$ cat config.mk
export PLATFORM = sky130hd
export DESIGN_NAME = spi_flash_arbiter
export DESIGN_NICKNAME = d
export VERILOG_FILES = /design/src/rtl/spi_flash_arbiter.sv
export SDC_FILE = /design/constraint.sdc
export NUM_CORES = 1
export LEC_CHECK = 0
export CAP_MARGIN = 20
export CORE_MARGIN = 2
export CORE_UTILIZATION = 52
export CTS_CLUSTER_DIAMETER = 40
export DETAILED_ROUTE_END_ITERATION = 16
export PLACE_DENSITY = 0.79
export SLEW_MARGIN = 20
export SYNTH_ARGS = -nofsm -noshare
export SYNTH_HDL_FRONTEND = slang
export SYNTH_SLANG_ARGS = --single-unit
$ cat constraint.sdc
create_clock -name clk -period 3.36 [get_ports clk]
set_input_delay 0.504 -clock clk [delete_from_list [all_inputs] [get_ports clk]]
set_output_delay 0.504 -clock clk [all_outputs]
set_load 0.02 [all_outputs]
$ cat src/rtl/spi_flash_arbiter.sv
// Two-port SPI flash read arbiter: port A fetches 16-bit words, port B 8-bit bytes,
// each as one 0x03 READ (mode 0, single I/O) with round-robin arbitration.
// Ports:
//   clk, rst                  clock, async active-high reset
//   a_req/a_addr/a_ack/a_rdata  word port (first flash byte in [15:8])
//   b_req/b_addr/b_ack/b_rdata  byte port
//   busy                      high from grant through the ack cycle
//   spi_cs/spi_sclk/spi_io*   SPI pins (io0 = MOSI, io1 = MISO)
module spi_flash_arbiter #(
   parameter int ADDR_W  = 16,
   parameter int CLK_DIV = 1
) (
   input  logic              clk,
   input  logic              rst,
   input  logic              a_req,
   input  logic [ADDR_W-1:0] a_addr,
   output logic              a_ack,
   output logic [15:0]       a_rdata,
   input  logic              b_req,
   input  logic [ADDR_W-1:0] b_addr,
   output logic              b_ack,
   output logic [7:0]        b_rdata,
   output logic              busy,
   output logic              spi_cs,
   output logic              spi_sclk,
   output logic              spi_io0_o,
   output logic              spi_io0_oe,
   output logic              spi_io1_o,
   output logic              spi_io1_oe,
   input  logic              spi_io1_i
);

   localparam int DW = (CLK_DIV > 1) ? $clog2(CLK_DIV) : 1;
   localparam logic [DW-1:0] DIV_MAX = DW'(CLK_DIV - 1);

   typedef enum logic [1:0] {IDLE, GRANT, SHIFT, DONE} state_t;

   state_t        state;
   logic          last_b;
   logic          sel_a;
   logic [30:0]   sr;
   logic [15:0]   rx;
   logic [5:0]    bit_cnt;
   logic [DW-1:0] div;
   logic          high;

   logic          pick_a;
   logic [23:0]   a_ext;
   logic [23:0]   b_ext;
   logic [31:0]   cmd;
   logic [5:0]    last_bit;

   assign spi_io0_oe = 1'b1;
   assign spi_io1_o  = 1'b0;
   assign spi_io1_oe = 1'b0;

   // A wins a tie only when B was served last.
   assign pick_a   = a_req & (~b_req | last_b);
   assign last_bit = sel_a ? 6'd47 : 6'd39;

   always_comb begin
      a_ext = '0;
      b_ext = '0;
      a_ext[ADDR_W-1:0] = a_addr;
      b_ext[ADDR_W-1:0] = b_addr;
      cmd = {8'h03, pick_a ? a_ext : b_ext};
   end

   always_ff @(posedge clk or posedge rst) begin
      if (rst) begin
         state     <= IDLE;
         last_b    <= 1'b1;
         sel_a     <= 1'b0;
         sr        <= '0;
         rx        <= '0;
         bit_cnt   <= '0;
         div       <= '0;
         high      <= 1'b0;
         a_ack     <= 1'b0;
         b_ack     <= 1'b0;
         a_rdata   <= '0;
         b_rdata   <= '0;
         busy      <= 1'b0;
         spi_cs    <= 1'b1;
         spi_sclk  <= 1'b0;
         spi_io0_o <= 1'b0;
      end else begin
         a_ack <= 1'b0;
         b_ack <= 1'b0;
         unique case (state)
            IDLE: begin
               if (a_req | b_req) begin
                  state <= GRANT;
                  busy  <= 1'b1;
               end
            end
            GRANT: begin
               sel_a     <= pick_a;
               last_b    <= ~pick_a;
               // io0 carries the first command bit; sr holds the rest.
               spi_io0_o <= cmd[31];
               sr        <= cmd[30:0];
               bit_cnt   <= '0;
               div       <= '0;
               high      <= 1'b0;
               spi_cs    <= 1'b0;
               spi_sclk  <= 1'b0;
               state     <= SHIFT;
            end
            SHIFT: begin
               if (div == DIV_MAX) begin
                  div <= '0;
                  if (!high) begin
                     // Rising sclk: sample MISO on this edge.
                     high     <= 1'b1;
                     spi_sclk <= 1'b1;
                     rx       <= {rx[14:0], spi_io1_i};
                  end else begin
                     high     <= 1'b0;
                     spi_sclk <= 1'b0;
                     sr       <= {sr[29:0], 1'b0};
                     if (bit_cnt == last_bit) begin
                        state     <= DONE;
                        spi_cs    <= 1'b1;
                        spi_io0_o <= 1'b0;
                        if (sel_a) begin
                           a_ack   <= 1'b1;
                           a_rdata <= rx;
                        end else begin
                           b_ack   <= 1'b1;
                           b_rdata <= rx[7:0];
                        end
                     end else begin
                        bit_cnt   <= bit_cnt + 6'd1;
                        // MOSI idles low once the 32 command bits are out.
                        spi_io0_o <= (bit_cnt < 6'd31) ? sr[30] : 1'b0;
                     end
                  end
               end else begin
                  div <= div + 1'b1;
               end
            end
            DONE: begin
               busy  <= 1'b0;
               state <= IDLE;
            end
         endcase
      end
   end

endmodule

==> flow_metrics.env <==
export IMPL_antenna_found_initial=0
export IMPL_peakVddDrop_mv=0.421
export IMPL_setup_violations=0
export IMPL_via_count=2585
export IMPL_ant_nets=0
export IMPL_ys_seq_elements=87
export IMPL_utilization_pct=66.6
export IMPL_dieArea_um2=8220
export IMPL_cp_slowest_cell="ha_1"
export IMPL_post_cts_resized=0
export IMPL_finalMaxSlewViolations=0
export IMPL_clk_pin_slew_ps=80
export IMPL_top_level_ports=70
export IMPL_multi_input_area_um2=1540
export IMPL_finalCritPeriodShare_pct=74.3
export IMPL_place_inst=461
export IMPL_cts_buffers=9
export IMPL_yosysWarnings=0
export IMPL_synthCells=312
export IMPL_synthMostInstantiatedCell="dfrtp_1"
export IMPL_clk_path_buf_depth=2
export IMPL_synth_area_leaders="dfrtp_1 (54%), mux2_2 (9.5%), mux2i_1 (5.1%), o21ai_0 (4.0%), mux2_4 (3.5%)"
export IMPL_path_class="flop to flop"
export IMPL_grt_pass1_vias=2639
export IMPL_finalPower_w=0.00349
export IMPL_grt_pass1_wl_um=13000
export IMPL_status="finished, final reports clean"
export IMPL_antennaDiodeCount=0
export IMPL_grt_usage_pct=19.7
export IMPL_start_util_pct=53.8
export IMPL_max_clock_freq_mhz=401
export IMPL_whs_ps=431
export IMPL_ff_latch_area_um2=2180
export IMPL_cts_hold_buf=0
export IMPL_io_buffers=66
export IMPL_synth_edf_count=0
export IMPL_cts_tree="done"
export IMPL_cts_setup_buffers=0
export IMPL_row_count=31
export IMPL_min_period_ps=2500
export IMPL_relSlewSlack_pct=39.3
export IMPL_r2r_setup_slack_ps=860
export IMPL_syn_to_final_growth_pct=23.6
export IMPL_async_flop_share_pct=100
export IMPL_crit_buf_inv=1
export IMPL_yosysSeqAreaShare_pct=55.8
export IMPL_cpLargestDelayFamily="adder cells"
export IMPL_detail_route_drc_violations=0
export IMPL_dp_hpwl_um=5030
export IMPL_drt_iter0_drc=163
export IMPL_synth_ff_type="dfrtp_1"
export IMPL_via_per_inst=5.42
export IMPL_fill_cells=567
export IMPL_r2r_cells=5
export IMPL_worst_ep_required_time_ps=3570
export IMPL_crit_arrival_ps=2710
export IMPL_ys_types=45
export IMPL_fp_dieW_um=90.7
export IMPL_coreArea_um2=7250
export IMPL_rsz0062_at_grt="false"
export IMPL_endpoint_kind="flop"
export IMPL_root_buffer="clkbuf_8"
export IMPL_final_cell_count_no_fill=477
export IMPL_drt_pass1_iter_count=6
export IMPL_yosysTopAreaCellShare_pct=54.5
export IMPL_drv_cap=0
export IMPL_worst_clock_skew_ps=11.3
export IMPL_clk_latency_ps=360
export IMPL_wirelength_um=7550
export IMPL_worstMarginPinSlew_ps=910
export IMPL_critPathMaxStageDelay_ps=760
export IMPL_regToRegStartpoint="state[0]$_DFFE_PP0P_"
export IMPL_syn_area_um2=3900
export IMPL_clock_sinks=87
export IMPL_yosys_top_cells_count="dfrtp_1 (85), mux2_2 (33), o21ai_0 (31)"
export IMPL_crit_chain="inv_1 > ha_1 > nand2_1 > a22oi_1 > o21ai_0"
export IMPL_start_kind="flop"
export IMPL_htree_levels=3
export IMPL_drive_gt1_share_pct=18.8
export IMPL_grt_max_degree=69
export IMPL_syn_avg_cell_area_um2=12.5
export IMPL_wl_per_cell_um=15.8
export IMPL_final_hold_viol_count=0
export IMPL_reg2reg_to="sr[10]$_DFFE_PP0P_"
export IMPL_worst_path_max_fanout=26
export IMPL_gp_congestion=0.738
export IMPL_power_static_leakage_nw=2.26
export IMPL_p_per_area_nw_per_um2=723
export IMPL_min_path_type="input pin to asynchronous set/reset pin"
export IMPL_fin_nets=416
export IMPL_fin_setup_tns_ps=0
export IMPL_dieHeight_um=90.7
export IMPL_grt_ovfl_total=0
export IMPL_synth_top_area_cell="dfrtp_1"
==> metal layers <==
layer	up-vias	GRT usage, %	wire length [um]
met3	18	4.34	211
met5	-	0	0
li1	1228	-	-
met1	1296	26.8	3360
met2	43	30.6	3810
met4	0	8.21	176
==> worst max path at each step <==
stage	start	to	slack [ps]	cells after the start
floorplan	rst	a_ack$_DFF_PP0_	610	1
global placement	state[0]$_DFFE_PP0P_	a_rdata[13]$_DFFE_PP0P_	1020	5
detailed placement	state[0]$_DFFE_PP0P_	sr[12]$_DFFE_PP0P_	930	5
CTS	state[0]$_DFFE_PP0P_	sr[10]$_DFFE_PP0P_	890	5
global route	state[0]$_DFFE_PP0P_	sr[10]$_DFFE_PP0P_	600	5
finish	state[0]$_DFFE_PP0P_	sr[10]$_DFFE_PP0P_	860	5
==> final cells by class <==
type | count | area share, %
Multi-Input combinational cell | 187 | 31.9
Inverter | 17 | 1.35
Tap cell | 99 | 2.57
Clock inverter | 3 | 0.829
Sequential cell | 87 | 45.1
Timing Repair Buffer | 71 | 14.7
Clock buffer | 13 | 3.50
==> flip-flops by register name, indices dropped and copies added, names as in the netlist <==
register   cells
sr            31
a_rdata       16
rx            16
b_rdata        8
bit_cnt        6
state          2
a_ack          1
b_ack          1
busy           1
high           1
last_b         1
sel_a          1
spi_cs         1
spi_io0_o      1
==> kinds of logic (layout without fill, tap and decap cells) <==
kind of cell	count (synthesis)	in the layout	synth area share (%)
AND/OR/NAND/NOR	45	45	6.44
adder cells (fa/ha/maj)	6	6	1.92
flip-flops	87	87	55.8
XOR/XNOR	1	1	0.417
other	2	3	0.192
multiplexers	62	62	18.1
AO/OA/AOI/OAI	70	70	12.2
buffers and inverters	39	104	4.93
==> power breakdown <==
| group | switching [W] | internal [W] | leakage (nW) |
|---|---|---|---|
| clock | 0.000357 | 0.000403 | 0.109 |
| sequential | 0.000190 | 0.00131 | 1.14 |
| combinational | 0.000672 | 0.000554 | 1.01 |
| total | 0.00122 | 0.00227 | 2.26 |
==> cell usage in the layout (no fill, tap or decap), drive strengths merged, types with 2 or more instances in the layout <==
cell / count
dfrtp: 85
clkdlybuf4s50: 66
mux2: 42
o21ai: 31
mux2i: 20
inv: 16
nand2: 14
nand3: 13
clkbuf: 13
a22o: 12
a22oi: 7
a2bb2oi: 7
ha: 6
buf: 5
nand2b: 3
clkinv: 3
nor2: 3
conb: 3
o22a: 2
o311ai: 2
nor3b: 2
a21oi: 2
nand4: 2
dfstp: 2
==> through the flow <==
step	setup WS, ps	area, um2
after detailed placement	929	4620
after global placement	1020	4620
after CTS	887	4830
final	864	4830
after floorplan	609	3910
after global routing	599	4830
Note: power is estimated with default switching activity, not from simulation.
